[src/rtl/outpkt_checksum_ivl_pkg.sv]
// Shared constants for the outgoing-packet checksum inserter:
// FSM state encoding and the MSB() width helper.
package outpkt_checksum_ivl_pkg;

  typedef enum logic [1:0] {
    ST_INPUT = 2'd0,
    ST_PAD   = 2'd1,
    ST_CK_LO = 2'd2,
    ST_CK_HI = 2'd3
  } state_t;

  // Index of the highest set bit; msb(n)+1 bits hold n.
  function automatic int msb(input int v);
    int r;
    r = 0;
    for (int i = 0; i < 32; i++)
      if (v[i]) r = i;
    return r;
  endfunction

endpackage

[src/rtl/outpkt_cksum_acc.sv]
// Segment checksum accumulator: pairs 16-bit words as
// {second, first} and adds them into a wrapping 32-bit sum.
// Ports: CLK, rst; add/start/pad/clr controls, word in;
// pend (half pair held) and sum out.
module outpkt_cksum_acc (
  input  logic        CLK,
  input  logic        rst,
  input  logic        add,
  input  logic        start,
  input  logic        pad,
  input  logic        clr,
  input  logic [15:0] word,
  output logic        pend,
  output logic [31:0] sum
);

  logic [15:0] lo;

  always_ff @(posedge CLK) begin
    if (rst || clr) begin
      pend <= 1'b0;
      lo   <= '0;
      sum  <= '0;
    end else if (add) begin
      // A start word always opens a new pair
      // on a fresh sum, dropping stale state.
      if (pend && !start) begin
        sum  <= sum + {word, lo};
        pend <= 1'b0;
      end else begin
        lo   <= word;
        pend <= 1'b1;
        if (start) sum <= '0;
      end
    end else if (pad) begin
      sum  <= sum + {16'h0000, lo};
      pend <= 1'b0;
    end
  end

endmodule

[src/rtl/outpkt_checksum_ivl.sv]
// Outgoing packet checksum inserter: passes header/data words
// and appends a 2-word checksum after the header, after every
// CHECKSUM_INTERVAL data bytes and at packet end.
// Ports: CLK, rst; din/pkt_new/pkt_end/wr_en/full in;
// dout/pkt_end_out/rd_en/empty out (first-word-fall-through).
module outpkt_checksum_ivl #(
  parameter int HEADER_LEN        = 10,
  parameter int CHECKSUM_INTERVAL = 448
) (
  input  logic        CLK,
  input  logic        rst,
  input  logic [15:0] din,
  input  logic        pkt_new,
  input  logic        pkt_end,
  input  logic        wr_en,
  output logic        full,
  output logic [15:0] dout,
  output logic        pkt_end_out,
  input  logic        rd_en,
  output logic        empty
);

  import outpkt_checksum_ivl_pkg::*;

  localparam int HDR_W = HEADER_LEN / 2;
  localparam int IVL_W = CHECKSUM_INTERVAL / 2;
  localparam int CMAX  = (HDR_W > IVL_W) ? HDR_W : IVL_W;
  localparam int CW    = msb(CMAX) + 1;

  state_t state, state_nx;

  logic          in_vld;
  logic [15:0]   in_dat;
  logic          in_new;
  logic          in_end;
  logic          out_vld;
  logic          hdr;
  logic          seg_end;
  logic [CW-1:0] cnt;
  logic [CW-1:0] cnt_eff;

  logic          out_rdy;
  logic          take;
  logic          accept;
  logic          hdr_eff;
  logic          last;
  logic          half;
  logic [31:0]   sum;

  logic          acc_add;
  logic          acc_pad;
  logic          acc_clr;
  logic          out_ld;
  logic [15:0]   out_d;
  logic          out_e;

  assign full    = in_vld | (state != ST_INPUT);
  assign empty   = ~out_vld;
  assign out_rdy = ~out_vld | rd_en;
  assign take    = (state == ST_INPUT) & in_vld & out_rdy;
  assign accept  = wr_en & (~full | take);
  assign hdr_eff = hdr | in_new;
  assign cnt_eff = in_new ? '0 : cnt;

  always_comb begin
    last = 1'b0;
    if (hdr_eff)
      last = (cnt_eff == CW'(HDR_W - 1));
    else if (in_end)
      last = 1'b1;
    else if (IVL_W != 0)
      last = (cnt_eff == CW'(IVL_W - 1));
  end

  outpkt_cksum_acc u_acc (
    .CLK   (CLK),
    .rst   (rst),
    .add   (acc_add),
    .start (in_new),
    .pad   (acc_pad),
    .clr   (acc_clr),
    .word  (in_dat),
    .pend  (half),
    .sum   (sum)
  );

  always_ff @(posedge CLK) begin
    if (rst) state <= ST_INPUT;
    else     state <= state_nx;
  end

  always_comb begin
    state_nx = state;
    acc_add  = 1'b0;
    acc_pad  = 1'b0;
    acc_clr  = 1'b0;
    out_ld   = 1'b0;
    out_d    = in_dat;
    out_e    = 1'b0;
    unique case (state)
      ST_INPUT: begin
        if (take) begin
          acc_add = 1'b1;
          out_ld  = 1'b1;
          // Odd word count leaves a half pair to pad.
          if (last)
            state_nx = (half && !in_new) ? ST_CK_LO : ST_PAD;
        end
      end
      ST_PAD: begin
        acc_pad  = 1'b1;
        state_nx = ST_CK_LO;
      end
      ST_CK_LO: begin
        if (out_rdy) begin
          out_ld   = 1'b1;
          out_d    = ~sum[15:0];
          state_nx = ST_CK_HI;
        end
      end
      ST_CK_HI: begin
        if (out_rdy) begin
          out_ld   = 1'b1;
          out_d    = ~sum[31:16];
          out_e    = seg_end;
          acc_clr  = 1'b1;
          state_nx = ST_INPUT;
        end
      end
      default: state_nx = ST_INPUT;
    endcase
  end

  always_ff @(posedge CLK) begin
    if (rst) begin
      in_vld      <= 1'b0;
      in_dat      <= '0;
      in_new      <= 1'b0;
      in_end      <= 1'b0;
      out_vld     <= 1'b0;
      dout        <= '0;
      pkt_end_out <= 1'b0;
      hdr         <= 1'b1;
      seg_end     <= 1'b0;
      cnt         <= '0;
    end else begin
      if (accept) begin
        in_vld <= 1'b1;
        in_dat <= din;
        in_new <= pkt_new;
        in_end <= pkt_end;
      end else if (take) begin
        in_vld <= 1'b0;
      end

      if (out_ld) begin
        out_vld     <= 1'b1;
        dout        <= out_d;
        pkt_end_out <= out_e;
      end else if (rd_en) begin
        out_vld <= 1'b0;
      end

      if (take) begin
        if (in_new) hdr <= 1'b1;
        if (last)
          cnt <= '0;
        else if (hdr_eff || IVL_W != 0)
          cnt <= cnt_eff + CW'(1);
        else
          cnt <= '0;
        if (last) seg_end <= ~hdr_eff & in_end;
      end

      // Header and packet-end checksums flip the phase;
      // intermediate checksums stay in the data phase.
      if (acc_clr) begin
        cnt     <= '0;
        seg_end <= 1'b0;
        if (hdr || seg_end) hdr <= ~hdr;
      end
    end
  end

endmodule
[config.mk]
export PLATFORM = sky130hd
export DESIGN_NAME = outpkt_checksum_ivl
export DESIGN_NICKNAME = d
export VERILOG_FILES = /design/src/rtl/outpkt_checksum_ivl_pkg.sv /design/src/rtl/outpkt_cksum_acc.sv /design/src/rtl/outpkt_checksum_ivl.sv
export SDC_FILE = /design/constraint.sdc
export NUM_CORES = 1
export LEC_CHECK = 0
export BUFFER_PORTS_ARGS = -buffer_cell sky130_fd_sc_hd__clkbuf_2
export CELL_PAD_IN_SITES_DETAIL_PLACEMENT = 0
export CELL_PAD_IN_SITES_GLOBAL_PLACEMENT = 1
export CORE_UTILIZATION = 49
export CTS_CLUSTER_DIAMETER = 50
export DETAILED_ROUTE_END_ITERATION = 8
export PLACE_DENSITY_LB_ADDON = 0.1
export SLEW_MARGIN = 40
export SYNTH_ARGS = -nofsm -noshare
export SYNTH_HDL_FRONTEND = slang
export SYNTH_SLANG_ARGS = --single-unit
[constraint.sdc]
create_clock -name CLK -period 4.8 [get_ports CLK]
set_input_delay 0.24 -clock CLK [delete_from_list [all_inputs] [get_ports CLK]]
set_output_delay 0.24 -clock CLK [all_outputs]
set_load 0.005 [all_outputs]
==> results by group <==
Run status
  – Status: finished, violations left
  – Failing checks: DRC

GRT
  – Number of global-route vias before repair: slightly above 5000
  – Pin count of the biggest net entering global routing: 46
  – Total grt overflow: 0
  – Global-route wire length before repair: 27.1 mm
  – Initial antenna violation count: 0
  – Total GRT Usage: 27.9%

STA
  – Fmax: 301 MHz
  – Hold Violations, Final: 0
  – Total negative slack: 0 ps
  – Final slew viol count: 0
  – Min Clock Period, post-route: 3320 ps
  – Clock skew: 12.9 ps
  – Unrepaired setup endpoints after global routing: no
  – # setup viols final: 0
  – Slew margin rel.: 44.7%
  – Period utilization: 69.1%
  – Slew @ Worst Pin: 830 ps

Setup path
  – Crit Path Category: flop to flop
  – Critical path endpoint category: flop
  – Critical Path RT: 5070 ps
  – Critical path arrival: between 3000 and 4000 ps
  – Critical Path Source Type: flop
  – CP max FO: 12

Detailed routing
  – Antenna Nets Post-Route: 0
  – Routed wire length: 16.9 mm
  – Vias per cell: 6.18
  – First-pass DRT Iterations: 8
  – Wirelength per Cell: 18.7 um
  – Iter 0 DRT Violations: 559
  – DRC: 10
  – Via count: between 5000 and 6000

Synth
  – Unique masters post-synth: 58
  – EDFF count, synth: 0
  – Post-Syn Area per Cell: 7.95 um^2
  – Xor/xnor cell area share of the yosys netlist: approximately 4.1%
  – Adder-Cell Fraction of Synth Area: 8.28%
  – Top FF cell, synth: dfxtp_1
  – Simple-Gate Fraction of Synth Area: a little under a fifth
  – Synthesized cell area: 0.00584 mm^2
  – Compound-Gate Fraction of Synth Area: 28.0%
  – Mapped Cells: 734
  – Yosys Warn Count: 0
  – FF+latch count, synth: 98
  – Asr flop ratio synth: 0%
  – Sequential fraction of the synthesis area: 33.6%
  – Syn_nets: 794
  – Main combinational cell family by area after synthesis: compound AO/OA/AOI/OAI gates
  – Mux cell area share after synthesis: between 3 and 4%

Clock network
  – Num CTS Buffers: 9
  – Clock Latency Late Sink: 350 ps
  – Postcts setup bufs: 0
  – Post-CTS Resized: 0
  – CTS sink cnt: 98
  – Clk buf depth: 2
  – Clock slew at reported path FFs: 70 ps
  – CTS tree: built
  – Cts hold-fix bufs: 0
  – Deepest level of the CTS H-tree: 3
  – Cell at the root of the clock tree: clkbuf_16

Die
  – Core ar.: 0.0115 mm^2
  – Num rows: 39
  – Boundary Pins: about 40
  – Initial core utilization: 50.7%
  – DIE AREA: 0.0123 mm^2
  – Die Wd: 111 um
  – Chip Height: 111 um

Placement
  – Placed cell count: just under 900
  – Placed wire-length estimate: 11.7 mm
  – Final RePlAce weighted congestion: 0.908
  – # port buffers: 40

Layout
  – Fillers: between 1000 and 1500
  – Share of layout cells above drive strength 1: 10.1%
  – Area growth syn-to-layout: 11.1%
  – Finished Layout Cells: 904
  – Final core occ: 56.3%
  – ANT cells: 0
  – Nets: 817

Power
  – Tot Pwr: 3.09 mW
  – Power density cells: 477 mW/mm^2
  – Worst vdd ir: 204 uV
  – Leakage Power: 2.74 nW

Min path
  – Hold crit path type: input port to flop

Run
  – Max-cap viol count: 0
## cell type report
| cell class | count | area (um^2) | share of cell area (%) |
|---|---|---|---|
| multi-input combinational | 582 | 3690 | 56.9 |
| sequential | 98 | 1960 | 30.3 |
| timing repair buffer | 49 | 268 | 4.13 |
| clock buffer | 11 | 243 | 3.75 |
| tap | 143 | 179 | 2.76 |
| clock inverter | 4 | 76.3 | 1.18 |
| inverter | 17 | 63.8 | 0.985 |
## synth_stat cells (4+ instances only)
library cell | number | share of area, %
nor3_1 | 11 | 0.94
nand4_1 | 6 | 0.64
a21oi_1 | 67 | 5.7
xnor2_1 | 16 | 2.4
o22ai_1 | 17 | 1.8
a22oi_1 | 33 | 4.2
xor2_1 | 11 | 1.7
a31oi_1 | 9 | 0.96
o31ai_1 | 4 | 0.51
dfxtp_1 | 98 | 34
a21boi_0 | 4 | 0.51
a21o_1 | 22 | 2.8
a211oi_1 | 23 | 3.0
nor2b_1 | 7 | 0.75
o21bai_1 | 5 | 0.64
nand3_1 | 19 | 1.6
clkbuf_1 | 32 | 2.1
o21ai_0 | 34 | 2.9
and3_1 | 6 | 0.64
nor2_1 | 88 | 5.7
nand2_1 | 84 | 5.4
mux2i_1 | 20 | 3.4
inv_1 | 17 | 1.1
ha_1 | 37 | 7.9
nand2b_1 | 4 | 0.43
## layout by cell type, fill, tap and decap left out, types with 16 or more instances in the layout
cell | Yosys | routed
a211oi_1 | 23 | 23
o21ai_0 | 34 | 34
mux2i_1 | 20 | 20
a21o_1 | 22 | 22
a21oi_1 | 67 | 65
nor2_1 | 88 | 88
xnor2_1 | 16 | 16
nand2_1 | 84 | 83
inv_1 | 17 | 17
clkbuf_2 | 0 | 39
nand3_1 | 19 | 19
dfxtp_1 | 98 | 98
o22ai_1 | 17 | 17
ha_1 | 37 | 37
a22oi_1 | 33 | 33
## logic make-up (layout without fill, tap and decap cells)
| group | count (synthesis) | after routing |
|---|---|---|
| AOI/OAI and AO/OA | 250 | 250 |
| and+or+nand+nor | 246 | 246 |
| DFF | 98 | 98 |
| buffers and inverters | 54 | 81 |
| adders and majority gates | 38 | 38 |
| xor gates and xnor gates | 27 | 27 |
| muxes | 21 | 21 |
## critical path, cell delays in order (launching register included)
cell and delay (ps):
dfxtp_1 330, ha_1 240, fa_1 410, a21o_1 240, a311oi_2 350, o211a_1 240
nor3_1 80, nor3b_2 170, buf_4 200, o21ai_1 140, a41o_1 280, or4b_1 460
o211ai_1 90
## final timing paths
| check | startpoint | end | slack, ps | cells after the start |
|---|---|---|---|---|
| max | u_acc.sum[0]$_SDFFE_PP0P_ | u_acc.sum[28]$_SDFFE_PP0P_ | 1480 | 12 |
| min | din[0] | in_dat[0]$_SDFFE_PP0P_ | 120 | 3 |
| max reg2reg | u_acc.sum[0]$_SDFFE_PP0P_ | u_acc.sum[28]$_SDFFE_PP0P_ | 1480 | 12 |
| min reg2reg | cnt[1]$_SDFFE_PP0P_ | cnt[1]$_SDFFE_PP0P_ | 450 | 2 |
## where the power goes
group / total [mW] / switching (mW) / internal, mW / leakage [nW]
sequential: 1.03 / 0.104 / 0.922 / 0.796
combinational: 1.28 / 0.837 / 0.438 / 1.80
clock: 0.792 / 0.322 / 0.470 / 0.152
total: 3.09 / 1.26 / 1.83 / 2.74
## metal layers
layer	track usage (%)	routed length, um	vias up
met5	0	0	-
met4	12.4	457	0
met3	3.55	765	31
met2	45.2	7640	175
met1	37.1	8050	2637
li1	-	-	2740
## metrics by stage
stage / area (um^2) / hold WS (ps) / setup WS (ps)
6_report: 6480 / 121 / 1480
2_1_floorplan: 5840 / 384 / 1980
4_1_cts: 6480 / 113 / 1490
3_3_place_gp: 6150 / 438 / 1590
3_5_place_dp: 6160 / 445 / 1500
5_1_grt: 6480 / 122 / 1330
## state kept, by name (all words and copies together), names as in the netlist
| register | count |
|---|---|
| dout | 16 |
| out_vld | 1 |
| in_end | 1 |
| in_vld | 1 |
| hdr | 1 |
| state | 2 |
| u_acc.sum | 32 |
| u_acc.pend | 1 |
| in_new | 1 |
| cnt | 8 |
| u_acc.lo | 16 |
| in_dat | 16 |
| pkt_end_out | 1 |
| seg_end | 1 |
Note: power is estimated with default switching activity, not from simulation.
